$ cat src/rtl/mem_bus_arbiter.sv
// ----------------------------------------------------------------------------
// mem_bus_arbiter
//
// Shares a single-ported Wishbone-style memory bus between the instruction
// fetch stage (IF, read-only) and the load/store stage (MEM). One transaction
// is registered onto the bus at a time; the winner receives its read data and
// a one-cycle ack. MEM has fixed priority over IF because it carries the older
// instruction. A slave that never acknowledges is cut off after TIMEOUT bus
// cycles; the aborted requester still gets an ack, flagged with bus_err.
//
// Ports
//   clk, rst                 clock, synchronous active-high reset
//   if_req/if_addr           IF read request (held until if_ack)
//   if_rdata/if_ack          IF read data (held) and completion pulse
//   mem_req/we/addr/wdata/sel MEM request (held until mem_ack)
//   mem_rdata/mem_ack        MEM load data (held) and completion pulse
//   bus_err                  pulses with an ack that ended in a timeout
//   stallreq_if/stallreq_mem combinational stall requests to the stall control
//   bus_cyc/stb/we/addr/wdata/sel   bus master outputs (all registered)
//   bus_rdata/bus_ack        slave response
// ----------------------------------------------------------------------------
module mem_bus_arbiter #(
    parameter int AW      = 32,
    parameter int DW      = 32,
    parameter int TIMEOUT = 15
) (
    input  logic            clk,
    input  logic            rst,
    input  logic            if_req,
    input  logic [AW-1:0]   if_addr,
    output logic [DW-1:0]   if_rdata,
    output logic            if_ack,
    input  logic            mem_req,
    input  logic            mem_we,
    input  logic [AW-1:0]   mem_addr,
    input  logic [DW-1:0]   mem_wdata,
    input  logic [DW/8-1:0] mem_sel,
    output logic [DW-1:0]   mem_rdata,
    output logic            mem_ack,
    output logic            bus_err,
    output logic            stallreq_if,
    output logic            stallreq_mem,
    output logic            bus_cyc,
    output logic            bus_stb,
    output logic            bus_we,
    output logic [AW-1:0]   bus_addr,
    output logic [DW-1:0]   bus_wdata,
    output logic [DW/8-1:0] bus_sel,
    input  logic [DW-1:0]   bus_rdata,
    input  logic            bus_ack
);

    localparam int SW = DW / 8;
    // Counter only has to reach TIMEOUT-1; keep at least one bit for TIMEOUT=1.
    localparam int CW = (TIMEOUT > 1) ? $clog2(TIMEOUT) : 1;
    localparam logic [CW-1:0] CNT_LAST = CW'(TIMEOUT - 1);

    typedef enum logic [1:0] {
        IDLE    = 2'd0,
        GNT_MEM = 2'd1,
        GNT_IF  = 2'd2
    } state_t;

    state_t          state_reg, state_next;
    logic [CW-1:0]   cnt_reg, cnt_next;
    logic            cyc_reg, cyc_next;
    logic            we_reg, we_next;
    logic [AW-1:0]   addr_reg, addr_next;
    logic [DW-1:0]   wdata_reg, wdata_next;
    logic [SW-1:0]   sel_reg, sel_next;
    logic [DW-1:0]   if_rdata_reg, if_rdata_next;
    logic [DW-1:0]   mem_rdata_reg, mem_rdata_next;
    logic            if_ack_reg, if_ack_next;
    logic            mem_ack_reg, mem_ack_next;
    logic            err_reg, err_next;

    // ------------------------------------------------------------------
    // State register and all registered outputs
    // ------------------------------------------------------------------
    always_ff @(posedge clk) begin
        if (rst) begin
            state_reg     <= IDLE;
            cnt_reg       <= '0;
            cyc_reg       <= 1'b0;
            we_reg        <= 1'b0;
            addr_reg      <= '0;
            wdata_reg     <= '0;
            sel_reg       <= '0;
            if_rdata_reg  <= '0;
            mem_rdata_reg <= '0;
            if_ack_reg    <= 1'b0;
            mem_ack_reg   <= 1'b0;
            err_reg       <= 1'b0;
        end else begin
            state_reg     <= state_next;
            cnt_reg       <= cnt_next;
            cyc_reg       <= cyc_next;
            we_reg        <= we_next;
            addr_reg      <= addr_next;
            wdata_reg     <= wdata_next;
            sel_reg       <= sel_next;
            if_rdata_reg  <= if_rdata_next;
            mem_rdata_reg <= mem_rdata_next;
            if_ack_reg    <= if_ack_next;
            mem_ack_reg   <= mem_ack_next;
            err_reg       <= err_next;
        end
    end

    // ------------------------------------------------------------------
    // Next-state and next-output logic
    // ------------------------------------------------------------------
    always_comb begin
        state_next     = state_reg;
        cnt_next       = cnt_reg;
        cyc_next       = cyc_reg;
        we_next        = we_reg;
        addr_next      = addr_reg;
        wdata_next     = wdata_reg;
        sel_next       = sel_reg;
        if_rdata_next  = if_rdata_reg;
        mem_rdata_next = mem_rdata_reg;
        // Acks and error are pulses: they only live for the cycle after
        // the completing edge.
        if_ack_next    = 1'b0;
        mem_ack_next   = 1'b0;
        err_next       = 1'b0;

        case (state_reg)
            IDLE: begin
                cnt_next = '0;
                // A requester whose ack is currently high is still showing
                // the req of the transaction that just finished; skip it.
                if (mem_req && !mem_ack_reg) begin
                    state_next = GNT_MEM;
                    cyc_next   = 1'b1;
                    we_next    = mem_we;
                    addr_next  = mem_addr;
                    wdata_next = mem_wdata;
                    sel_next   = mem_sel;
                end else if (if_req && !if_ack_reg) begin
                    state_next = GNT_IF;
                    cyc_next   = 1'b1;
                    we_next    = 1'b0;
                    addr_next  = if_addr;
                    wdata_next = '0;
                    sel_next   = '1;
                end
            end

            GNT_MEM, GNT_IF: begin
                if (bus_ack) begin
                    // A late ack on the abort edge still counts as success.
                    if (state_reg == GNT_MEM) begin
                        mem_rdata_next = bus_rdata;
                        mem_ack_next   = 1'b1;
                    end else begin
                        if_rdata_next  = bus_rdata;
                        if_ack_next    = 1'b1;
                    end
                    state_next = IDLE;
                    cyc_next   = 1'b0;
                    we_next    = 1'b0;
                    cnt_next   = '0;
                end else if (cnt_reg == CNT_LAST) begin
                    // Slave never answered: release the bus and complete
                    // the requester with zero data and an error flag.
                    if (state_reg == GNT_MEM) begin
                        mem_rdata_next = '0;
                        mem_ack_next   = 1'b1;
                    end else begin
                        if_rdata_next  = '0;
                        if_ack_next    = 1'b1;
                    end
                    err_next   = 1'b1;
                    state_next = IDLE;
                    cyc_next   = 1'b0;
                    we_next    = 1'b0;
                    addr_next  = '0;
                    wdata_next = '0;
                    sel_next   = '0;
                    cnt_next   = '0;
                end else begin
                    cnt_next = cnt_reg + CW'(1);
                end
            end

            default: begin
                state_next = IDLE;
                cyc_next   = 1'b0;
                we_next    = 1'b0;
                cnt_next   = '0;
            end
        endcase
    end

    // ------------------------------------------------------------------
    // Outputs
    // ------------------------------------------------------------------
    assign bus_cyc   = cyc_reg;
    assign bus_stb   = cyc_reg;
    assign bus_we    = we_reg;
    assign bus_addr  = addr_reg;
    assign bus_wdata = wdata_reg;
    assign bus_sel   = sel_reg;
    assign if_rdata  = if_rdata_reg;
    assign mem_rdata = mem_rdata_reg;
    assign if_ack    = if_ack_reg;
    assign mem_ack   = mem_ack_reg;
    assign bus_err   = err_reg;

    // Stall requests must react within the same cycle, so they bypass the
    // registers; reset forces them low so the pipeline is never held in reset.
    assign stallreq_if  = if_req  & ~if_ack_reg  & ~rst;
    assign stallreq_mem = mem_req & ~mem_ack_reg & ~rst;

endmodule

$ cat config.mk
export PLATFORM = sky130hd
export DESIGN_NAME = mem_bus_arbiter
export DESIGN_NICKNAME = d
export VERILOG_FILES = /design/src/rtl/mem_bus_arbiter.sv
export SDC_FILE = /design/constraint.sdc
export NUM_CORES = 1
export LEC_CHECK = 0
export BUFFER_PORTS_ARGS = -buffer_cell sky130_fd_sc_hd__buf_2
export CAP_MARGIN = 20
export CORE_MARGIN = 1
export CORE_UTILIZATION = 40
export DETAILED_ROUTE_END_ITERATION = 6
export PLACE_DENSITY = 0.71
export SLEW_MARGIN = 30
export SYNTH_ARGS = -nofsm -noshare
export SYNTH_HDL_FRONTEND = slang
export SYNTH_SLANG_ARGS = --single-unit
export TNS_END_PERCENT = 30
$ cat constraint.sdc
create_clock -name clk -period 2.4 [get_ports clk]
set_input_delay 0.48 -clock clk [delete_from_list [all_inputs] [get_ports clk]]
set_output_delay 0.48 -clock clk [all_outputs]
set_load 0.03 [all_outputs]
---- After elaboration in Yosys (flattened, before gate mapping) ----
Cells that the tools add are included.
cells by class
  bitwise gates (word level) .............. 9
  add/subtract/negate cells ............... 1
  reduce and logical (&&, ||, !) cells .... 15
  equality and inequality tests ........... 7
  muxes and demuxes ....................... 41
operator list
  operator                                                         number
  32-bit 2-to-1 mux                                                14
  32-bit one-hot mux with 2 select lines                           2
  4-bit 2-to-1 mux                                                 4
  1-bit 2-to-1 mux                                                 13
  2-bit 2-to-1 mux                                                 4
  4-bit one-hot mux with 2 select lines                            1
  3-bit inequality test, second input constant                     2
  3-bit AND reduction                                              2
  1-bit inverter                                                   5
  4-bit by 1-bit adder with 4-bit output, second input constant    1
  1-bit bitwise AND                                                4
  4-bit == test, second input constant                             1
  2-bit inequality test, second input constant                     2
  1-bit one-hot mux with 2 select lines                            2
  2-bit one-hot mux with 2 select lines                            1
  4-bit AND reduction                                              1
  2-bit nonzero test                                               2
  2-bit OR reduction                                               2
  4-bit OR reduction                                               1
  3-bit OR reduction                                               1
  2-bit by 1-bit == test with 1-bit output, second input constant  1
  2-bit == test, second input constant                             1
  1-bit logical AND                                                2
  1-bit logical NOT                                                2
  other kinds (2)                                                  2
storage, ports and cells
  bits of input ports ..................... 138
  logic and storage cells ................. 85
  bits in registers ....................... 143
  output and inout port bits .............. 140

---- Logic depth before layout (Yosys ltp) ----
  depth in word-level cells ............... 5
  gate-level depth with buffers ........... 8
  depth with buffers taken out ............ 6

---- Worst setup path before layout ----
OpenSTA, ideal clock, no wires.
  path type ............................... input -> output
  from .................................... in rst
  to ...................................... out stallreq_if
  buffers on the path ..................... 2
  cell stages on the path ................. 3
  path slack .............................. 0.634 ns
  data required time ...................... 1.920 ns
  arrival time ............................ 1.286 ns
  cell sequence ........................... clkbuf_1 > clkbuf_1 > nor2_1
on the way
  cells in the longest elaborated chain, start to end .. 2
RTL lines
  what               line  source
  from (decl)        28    input logic rst,
  1-bit inverter     214   assign stallreq_if = if_req & ~if_ack_reg & ~rst;
  1-bit bitwise AND  214
  to (decl)          41    output logic stallreq_if,
No other way between the ends.

---- Worst setup path in the final report ----
  from .................................... reg state_reg[0]
  to ...................................... reg state_reg[0]
on the way
  cells in the longest elaborated chain, start to end .. 4
  elaborated cells on any way between the ends .. 8
  those cells by class .................... eq/ne (4); mux (1); reduce/logical (3)
RTL lines
  what                                                                              line  source
  from (decl)                                                                       64    state_t state_reg, state_next;
  from (signal assigned)                                                            95    state_reg <= state_next;
  2-bit by 1-bit == test with 1-bit output / 2-bit == test (equally long branches)  129   case (state_reg)
  2-bit OR reduction                                                                129
  3-bit inequality test (no line)                                                   --
  2-bit AND reduction (no line)                                                     --
Several ways; a longest one is shown, not always the timed one.
A chain may end at the register's enable or synchronous reset.

==> results.txt <==
Area grow syn2layout = 38.5%
Routed Antenna Nets = 0
I/O pin cnt = 278
Slew Viols, Final = 0
Clk network pwr share = 0.390
Post-Syn Instances = 631
Routability Congestion = 0.808
Largest net degree at the start of global routing = 67
First-pass GRT wire length = 26.1 mm
IO buf count = 277
Synth Area in XOR/XNOR = 0.00316
# rows = 42
CP Capture Type = register
Sw frac = 0.317
Most frequent cells after synthesis = dfxtp_1, nand2_1, a21oi_1, clkbuf_1, o21ai_0
Sink count of the clock tree = 143
Power Density = 938 nW/um^2
HP Class = in2reg
Hpwl dp = 11.6 mm
Initial drt markers = 376
Filler instances = 1244
Period utilization = 0.786
Syn Std Cell Area = 5550 um^2
Synth Net Count = 773
Total setup buffers inserted after CTS = 0
Post-synth EDFFs = 0
CTS clk-pin slew, worst paths = 0.06 ns
Via count = 5532
Fin crit period = 1.89 ns
CP startpoint kind = register
Yosys reg bits = 143
Final WL = 16.3 mm
Largest family of logic cells by synthesized area = compound AO/OA/AOI/OAI gates
Cell taking the most area after synthesis = dfxtp_1
Die width = 120 um
Worst VDD drop = 0.000537 V
LEAKAGE = 0.00353 uW
Vias per Instance = 5.15
Total CTS buffers = 17
Hold-fix buffers, CTS = 0
Final net count = 1028
CTS tree = yes
Die area = 14300 um^2
Mux cell area share after synthesis = 0.0426
Area contributors post-synth = dfxtp_1, a21oi_1, nand2_1
Metal2 WL = 8.04 mm
DR top layer = met4
Register area share after synthesis = 0.516
Switching Power = 2280 uW
YS warnings = 0
RSZ-0062 raised after global routing = no
CTS HTree Levels = 4
Clock Path Buffers = 2
Max Freq = 530 MHz
Fraction of layout cells with a size suffix above 1 = 0.391
Root Driver = clkbuf_16
Simple-gate portion of the synthesized area = 0.163
Per-cell routed wire length = 15.2 um
Max_slew headroom = 0.588
Syn avg cell area = 8.79 um^2
Chip height = 120 um
Post-synth top area share = 0.516
CP Class = reg2reg
Worst skew pair latency = 0.42 ns
Total GRT Usage = 0.229
Post-synth cell types = 32
Synth Area in Compound Gates = 0.215
Most numerous cell in the Yosys netlist = dfxtp_1
Non-filler cells, final = 1075
Combinational Power Share = 0.236
Finish-stage setup viols = 0
DRT Pass-1 Iters = 5
Initial Util = 0.414
Final core utilization = 0.574
Vias in the first global route = 5097
Placed Cells = 1043
Synth Area in Adders = 0.00902
Outcome = complete, no violations
Max cap viols = 0
Worst-margin pin slew = 0.618 ns
CP required = 2.73 ns
# DRC = 0
CP max FO = 21
M1 WL = 6.85 mm
Setup_tns = 0 ns
Met3 routed WL = 1.16 mm
Final Hold Viols = 0
Area of the core = 13400 um^2
Clock skew = 0.00938 ns
GRT Residual Overflow = 0
Worst Path Arrival = 2.22 ns
Internal power = 4930 uW
Post-CTS sizing = 0
Seq pwr share = 0.373
Initial antenna violation count = 1
Post-synth ARST share = 0
Post-synth top flop = dfxtp_1
==> path summary, 6_finish.rpt <==
check	from	end	slack [ns]	cells past startpoint
hold / removal	mem_wdata[24]	bus_wdata[24]$_SDFFE_PP0P_	0.27	2
hold reg to reg	mem_rdata[17]$_SDFFE_PP0P_	mem_rdata[17]$_SDFFE_PP0P_	0.45	2
setup reg to reg	state_reg[0]$_SDFFE_PP0P_	state_reg[0]$_SDFFE_PP0P_	0.51	7
setup / recovery	state_reg[0]$_SDFFE_PP0P_	state_reg[0]$_SDFFE_PP0P_	0.51	7
==> power by group through the flow <==
stage                     sequential, uW  clock (uW)  combinational [uW]
final                               2690        2820                1700
after detailed placement            2750           0                1710
after global placement              2740           0                1690
after CTS                           2690        2860                1710
after floorplan                     3150           0                 750
after global routing                2720        2960                1860
==> metal layers <==
metal / vias to the layer above / track usage
met5: - / 0
met4: 0 / 0.0828
met3: 19 / 0.0689
met2: 193 / 0.384
met1: 2579 / 0.277
li1: 2741 / -
==> placed cells by master, fill, tap and decap left out, types with 3 or more instances in the layout <==
cell type | Yosys | final
buf_2 | 2 | 276
dfxtp_1 | 143 | 143
nand2_1 | 109 | 109
a21oi_1 | 104 | 104
o21ai_0 | 41 | 41
nand3_1 | 34 | 34
nand4_1 | 33 | 33
a22o_1 | 32 | 32
mux2_2 | 21 | 21
buf_4 | 1 | 19
clkbuf_16 | 0 | 17
a211o_1 | 11 | 11
nor2_1 | 10 | 10
inv_1 | 5 | 5
nand2b_1 | 4 | 4
ha_1 | 4 | 4
bufinv_16 | 0 | 4
clkinvlp_4 | 0 | 3
inv_6 | 0 | 3
==> critical path: stages, from the launching register on <==
cell and delay [ns]:
dfxtp_1 0.33, inv_1 0.06, ha_1 0.35, buf_4 0.27
nand2b_1 0.13, nand2b_1 0.25, or3_1 0.34, o31ai_1 0.07
==> through the flow <==
step                      instance area [um^2]  worst slack, ns  hold slack (ns)  total power [uW]
after detailed placement                  7050            0.530            0.443              4450
after global placement                    7050            0.574            0.439              4430
final                                     7690            0.514            0.270              7210
after global routing                      7690            0.324            0.257              7540
after CTS                                 7680            0.512            0.252              7270
after floorplan                           5550            0.634            0.430              3900
==> logic make-up (layout without fill, tap and decap cells) <==
| logic type | after synthesis | in the layout |
|---|---|---|
| and+or+nand+nor | 198 | 198 |
| DFF | 143 | 143 |
| AOI/OAI and AO/OA | 198 | 198 |
| muxes | 21 | 21 |
| xor gates and xnor gates | 2 | 2 |
| buffers and inverters | 65 | 332 |
| adders and majority gates | 4 | 4 |
| other | 0 | 1 |
==> final cells by class <==
class / instances / area, um^2 / share of cell area
flip-flops and latches: 143 / 2860 / 0.372
multi-input cells: 423 / 2400 / 0.313
repair buffers: 296 / 1540 / 0.201
clock buffers: 19 / 453 / 0.0589
well taps: 176 / 220 / 0.0286
clock inverters: 12 / 183 / 0.0238
inverters: 5 / 18.8 / 0.00244
diodes: 1 / 2.50 / 0.000326
Note: power is estimated with default switching activity, not from simulation.
